[config.mk]
export PLATFORM = sky130hd
export DESIGN_NAME = voice_allocator
export DESIGN_NICKNAME = d
export VERILOG_FILES = /design/src/rtl/voice_allocator.sv
export SDC_FILE = /design/constraint.sdc
export NUM_CORES = 1
export LEC_CHECK = 0
export BUFFER_PORTS_ARGS = -buffer_cell sky130_fd_sc_hd__buf_4
export CORE_MARGIN = 1.5
export CORE_UTILIZATION = 53
export CTS_CLUSTER_SIZE = 10
export DETAILED_ROUTE_END_ITERATION = 8
export MAX_ROUTING_LAYER = met4
export PLACE_DENSITY = 0.77
export SKIP_LAST_GASP = 1
export SLEW_MARGIN = 5
export SYNTH_ARGS = -nofsm -noshare
export SYNTH_HDL_FRONTEND = slang
export SYNTH_SLANG_ARGS = --single-unit
[constraint.sdc]
create_clock -name clock_50_000_000 -period 15.64 [get_ports clock_50_000_000]
set_input_delay 1.564 -clock clock_50_000_000 [delete_from_list [all_inputs] [get_ports clock_50_000_000]]
set_output_delay 1.564 -clock clock_50_000_000 [all_outputs]
set_load 0.01 [all_outputs]
[src/rtl/voice_allocator.sv]
// Polyphonic voice scheduler: maps MIDI note events onto VOICE_COUNT voice slots,
// steals the oldest voice when none is free and honours the sustain pedal.
module voice_allocator #(
  parameter int VOICE_COUNT    = 8,
  parameter int NOTE_WIDTH     = 7,
  parameter int VELOCITY_WIDTH = 7
) (
  input  logic                                   clock_50_000_000,
  input  logic                                   reset,
  input  logic                                   event_valid,
  input  logic                                   event_is_on,
  input  logic [NOTE_WIDTH-1:0]                  event_note,
  input  logic [VELOCITY_WIDTH-1:0]              event_velocity,
  input  logic                                   sustain,
  input  logic [VOICE_COUNT-1:0]                 voice_envelope_end,
  output logic [VOICE_COUNT-1:0]                 voice_note_on,
  output logic [VOICE_COUNT-1:0]                 voice_note_off,
  output logic [VOICE_COUNT*NOTE_WIDTH-1:0]      voice_note,
  output logic [VOICE_COUNT*VELOCITY_WIDTH-1:0]  voice_velocity,
  output logic [VOICE_COUNT-1:0]                 voice_busy
);

  localparam int IDX_W = $clog2(VOICE_COUNT);
  localparam logic [IDX_W-1:0] AGE_MAX = IDX_W'(VOICE_COUNT - 1);

  typedef enum logic [1:0] {
    ST_IDLE      = 2'd0,
    ST_HELD      = 2'd1,
    ST_SUSTAINED = 2'd2,
    ST_RELEASING = 2'd3
  } voice_state_t;

  voice_state_t               r_state     [VOICE_COUNT];
  voice_state_t               w_state_nxt [VOICE_COUNT];
  logic [NOTE_WIDTH-1:0]      r_note      [VOICE_COUNT];
  logic [NOTE_WIDTH-1:0]      w_note_nxt  [VOICE_COUNT];
  logic [VELOCITY_WIDTH-1:0]  r_vel       [VOICE_COUNT];
  logic [VELOCITY_WIDTH-1:0]  w_vel_nxt   [VOICE_COUNT];
  logic [IDX_W-1:0]           r_age       [VOICE_COUNT];
  logic [IDX_W-1:0]           w_age_nxt   [VOICE_COUNT];

  logic [VOICE_COUNT-1:0] r_note_on, r_note_off, r_busy;
  logic [VOICE_COUNT-1:0] w_note_on_nxt, w_note_off_nxt, w_busy_nxt;
  logic                   r_sustain_q;

  logic             w_is_on, w_is_off, w_sus_fall;
  logic [IDX_W-1:0] w_victim;

  assign w_is_on    = event_valid & event_is_on & (event_velocity != '0);
  assign w_is_off   = event_valid & ~w_is_on;
  assign w_sus_fall = r_sustain_q & ~sustain;

  // Victim search: per-state best candidate (lowest index for IDLE, oldest otherwise).
  always_comb begin
    logic             hit_found;
    logic [IDX_W-1:0] hit_idx;
    logic [3:0]       found;
    logic [IDX_W-1:0] best_idx [4];
    logic [IDX_W-1:0] best_age [4];
    hit_found = 1'b0;
    hit_idx   = '0;
    found     = '0;
    for (int s = 0; s < 4; s++) begin
      best_idx[s] = '0;
      best_age[s] = '0;
    end
    for (int i = 0; i < VOICE_COUNT; i++) begin
      if (!hit_found && r_state[i] != ST_IDLE && r_note[i] == event_note) begin
        hit_found = 1'b1;
        hit_idx   = IDX_W'(i);
      end
      if (!found[r_state[i]] ||
          (r_state[i] != ST_IDLE && r_age[i] > best_age[r_state[i]])) begin
        found[r_state[i]]    = 1'b1;
        best_idx[r_state[i]] = IDX_W'(i);
        best_age[r_state[i]] = r_age[i];
      end
    end
    if (hit_found)                w_victim = hit_idx;
    else if (found[ST_IDLE])      w_victim = best_idx[ST_IDLE];
    else if (found[ST_RELEASING]) w_victim = best_idx[ST_RELEASING];
    else if (found[ST_SUSTAINED]) w_victim = best_idx[ST_SUSTAINED];
    else                          w_victim = best_idx[ST_HELD];
  end

  // NOTE: every signal driven here gets a default first so no latch is inferred.
  always_comb begin
    w_note_on_nxt  = '0;
    w_note_off_nxt = '0;
    for (int i = 0; i < VOICE_COUNT; i++) begin
      w_state_nxt[i] = r_state[i];
      w_note_nxt[i]  = r_note[i];
      w_vel_nxt[i]   = r_vel[i];
      w_age_nxt[i]   = r_age[i];
      unique case (r_state[i])
        ST_RELEASING: if (voice_envelope_end[i]) w_state_nxt[i] = ST_IDLE;
        ST_HELD: begin
          if (w_is_off && r_note[i] == event_note) begin
            if (sustain) begin
              w_state_nxt[i] = ST_SUSTAINED;
            end else begin
              w_state_nxt[i]    = ST_RELEASING;
              w_note_off_nxt[i] = 1'b1;
            end
          end
        end
        ST_SUSTAINED: begin
          if (w_sus_fall) begin
            w_state_nxt[i]    = ST_RELEASING;
            w_note_off_nxt[i] = 1'b1;
          end
        end
        default: ;
      endcase
      // A note-on owns its voice outright: it overrides envelope end and release.
      if (w_is_on) begin
        if (IDX_W'(i) == w_victim) begin
          w_state_nxt[i]    = ST_HELD;
          w_note_nxt[i]     = event_note;
          w_vel_nxt[i]      = event_velocity;
          w_age_nxt[i]      = '0;
          w_note_on_nxt[i]  = 1'b1;
          w_note_off_nxt[i] = 1'b0;
        end else if (r_state[i] != ST_IDLE && r_age[i] != AGE_MAX) begin
          w_age_nxt[i] = r_age[i] + 1'b1;
        end
      end
      w_busy_nxt[i] = (w_state_nxt[i] != ST_IDLE);
    end
  end

  // NOTE: the per-voice arrays are reset too, since note/velocity/age are all visible state.
  always_ff @(posedge clock_50_000_000) begin
    if (reset) begin
      r_note_on   <= '0;
      r_note_off  <= '0;
      r_busy      <= '0;
      r_sustain_q <= 1'b0;
      for (int i = 0; i < VOICE_COUNT; i++) begin
        r_state[i] <= ST_IDLE;
        r_note[i]  <= '0;
        r_vel[i]   <= '0;
        r_age[i]   <= '0;
      end
    end else begin
      // NOTE: non-blocking assignments keep every register updating from pre-edge values.
      r_note_on   <= w_note_on_nxt;
      r_note_off  <= w_note_off_nxt;
      r_busy      <= w_busy_nxt;
      r_sustain_q <= sustain;
      for (int i = 0; i < VOICE_COUNT; i++) begin
        r_state[i] <= w_state_nxt[i];
        r_note[i]  <= w_note_nxt[i];
        r_vel[i]   <= w_vel_nxt[i];
        r_age[i]   <= w_age_nxt[i];
      end
    end
  end

  always_comb begin
    for (int i = 0; i < VOICE_COUNT; i++) begin
      voice_note[i*NOTE_WIDTH +: NOTE_WIDTH]             = r_note[i];
      voice_velocity[i*VELOCITY_WIDTH +: VELOCITY_WIDTH] = r_vel[i];
    end
  end

  assign voice_note_on  = r_note_on;
  assign voice_note_off = r_note_off;
  assign voice_busy     = r_busy;

endmodule

==> metrics <==
status completed; area occupied by multi-input gates 0.00798 mm2; f_max 65.8 MHz; antenna-violating nets left 0; max-cap viol count 0; Initial Util 0.540; Fin Clk Skew approximately 0.012 ns; instance count of the mapped netlist 1275; asr flop ratio synth 0; Final Hold Slack 0.476 ns; Mapped Avg Cell Area 9.25 um2; clk_lat worst skew 0.44 ns; prevailing post-synth register cell dfxtp_1; Routed Wire Length between 30000 and 40000 um; drt pass-1 iters 8; pre-CTS setup slack -0.396 ns; pin slew with the least headroom to its limit 1.25 ns; CTS buffer count 17; Hold Crit Class reg2reg; n_diodes 0; initial antenna violation count 0; Vias/cell 6.23; Core Area 0.0218 mm2; Design Area, Final approximately 0.015 mm2; CTS HTree Levels 4; Setup crit end kind flip-flop; Storage cell area 0.00355 mm2; GR Util All Layers 0.323; total vias in the final route 10782; area grow syn2layout 23.9%; largest net degree at the start of global routing 100; Clock transition at path regs approximately 0.070 ns; root buffer cell clkbuf_16; Final #Nets approximately 1500; Setup-failing EPs final 0; first-pass GRT wire length 57900 um; register area share after synthesis 0.301; Routed wire per std cell ~22 um; Unique masters post-synth 92; filler instances around 1700; Die ar. 0.0232 mm2; Mapped Nets ~1400; clock sink count 177; DP Wirelength ~27000 um; Final Hold Fails 0; cell area after synthesis between 0.01 and 0.015 mm2; Post-synth EDFFs 0; minimum clock period 15.21 ns; Die Span Y 152 um; Die W roughly 150 um; Relative slew margins 0.160; Critical Path Max Stage Delay roughly 0.55 ns; IO Pins 163; pwr dens 134 mW/mm2; CP max-delay cell mux4_2; final RePlAce weighted congestion 0.983; CP arrival 15.49 ns; Crit Path Class reg2reg; Max FO, Critical Path 8; Peak VDD IR around 0.12 mV; WP data required 15.93 ns; site row count 54; Final WS setup around 0.43 ns; clock tree buffer depth 2; CTS tree built; GR Overflow Total 0; dpl cell area around 0.013 mm2; # DRC 0; number of global-route vias before repair about 11000; Max Slew Vio Count 0; drt initial violations 916; Yosys Warn Count 0; Final period util 0.972; share of layout cells above drive strength 1 0.290; critical path launch point type flip-flop; crit-path most repeated cell mux4_2; final core utilization 0.670; #FFs+latches synth 177; leakage power between 6 and 7 nW; port bufs 162
## critical path: cells and delay by family, from the launching register on
family | cells | cell delay, ns
AOI/OAI and AO/OA | 29 | 5.74
adders and majority gates | 8 | 1.86
buffers and inverters | 12 | 1.69
DFF | 1 | 0.37
muxes | 10 | 4.06
and+or+nand+nor | 10 | 1.29
## synth_stat cells, drive strengths merged, types with 14 or more instances
| cell type | number | area, um2 |
|---|---|---|
| a21oi | 59 | 310 |
| o21ai | 58 | 320 |
| nand3 | 32 | 205 |
| a311oi | 21 | 190 |
| mux4 | 16 | 360 |
| xor2 | 25 | 219 |
| dfxtp | 177 | 3540 |
| nor2 | 42 | 158 |
| mux2 | 26 | 293 |
| buf | 45 | 293 |
| nor3 | 37 | 223 |
| nand4 | 14 | 87.6 |
| mux2i | 135 | 1350 |
| nand2 | 73 | 274 |
| xnor2 | 38 | 333 |
| clkbuf | 41 | 154 |
| nand2b | 128 | 808 |
| ha | 71 | 888 |
| a31oi | 16 | 136 |
| inv | 59 | 221 |
## logic make-up (layout without fill, tap and decap cells)
kind of cell	after synthesis	count (layout)	share of synthesized area
AND/OR/NAND/NOR	387	387	0.186
AO/OA/AOI/OAI	251	251	0.163
multiplexers	177	177	0.170
flip-flops	177	177	0.301
buffers and inverters	149	325	0.0579
adder cells (fa/ha/maj)	71	71	0.0753
XOR/XNOR	63	63	0.0468
## cell usage in the layout (no fill, tap or decap), types with 15 or more instances in the layout
master	synthesis	layout
nand2b_1	127	127
nor2_1	42	38
xor2_1	25	25
nand3_1	26	23
inv_1	57	52
nand2_1	73	71
o21ai_0	42	28
xnor2_1	38	38
nor3_1	32	32
a311oi_1	20	15
mux4_2	16	16
mux2i_1	135	134
buf_4	6	213
a21oi_1	55	48
o21ai_2	8	20
mux2_2	26	24
clkbuf_16	0	19
ha_1	71	60
dfxtp_1	177	175
## layer usage
layer | vias to the layer above | part of all wire | global-route usage
met5 | - | 0 | -
met4 | 0 | 0.033 | 0.105
met3 | 85 | 0.077 | 0.0617
met2 | 490 | 0.48 | 0.525
met1 | 5294 | 0.41 | 0.404
li1 | 4913 | - | -
## per-stage QoR
step                setup TNS [ns]  power, W  cells
detailed placement          -34.62   0.00141   1671
global route                 -3.34   0.00205   1731
finish                           0   0.00196   1731
global placement                 0   0.00139   1671
floorplan                        0   0.00118   1275
CTS                              0   0.00187   1709
## worst paths after layout
path,cells past startpoint,startpoint,slack [ns],to
hold reg to reg,2,r_vel[1][15]$_SDFFE_PP0P_,0.48,r_vel[1][15]$_SDFFE_PP0P_
setup reg to reg,69,r_state[0][0]$_SDFF_PP0_,0.43,r_vel[0][13]$_SDFFE_PP0P_
hold / removal,2,r_vel[1][15]$_SDFFE_PP0P_,0.48,r_vel[1][15]$_SDFFE_PP0P_
setup / recovery,69,r_state[0][0]$_SDFF_PP0_,0.43,r_vel[0][13]$_SDFFE_PP0P_
## power by group
part	switching, W	internal, W
registers	0.0000562	0.000508
logic	0.000556	0.000381
clock network	0.000188	0.000275
## registers in the layout, summed over array words and instances (netlist names)
signal and cells:
r_note 56, r_vel 56, r_age 24, r_state 16, voice_busy 8, voice_note_off 8
voice_note_on 8, r_sustain_q 1
## repair_timing
action	CTS	global route
setup buffers	6	20
gates resized for setup	11	98
hold buffers	0	0
pin swaps	6	30
endpoints found under the setup margin	169	176
gates cloned	0	2
## layout make-up
class,count,area share
Clock inverter,14,0.0136
Multi-Input combinational cell,949,0.546
Sequential cell,177,0.243
Clock buffer,18,0.0301
Timing Repair Buffer,230,0.127
Tap cell,280,0.0240
Inverter,63,0.0162
Power figures use the tool's default switching activity.
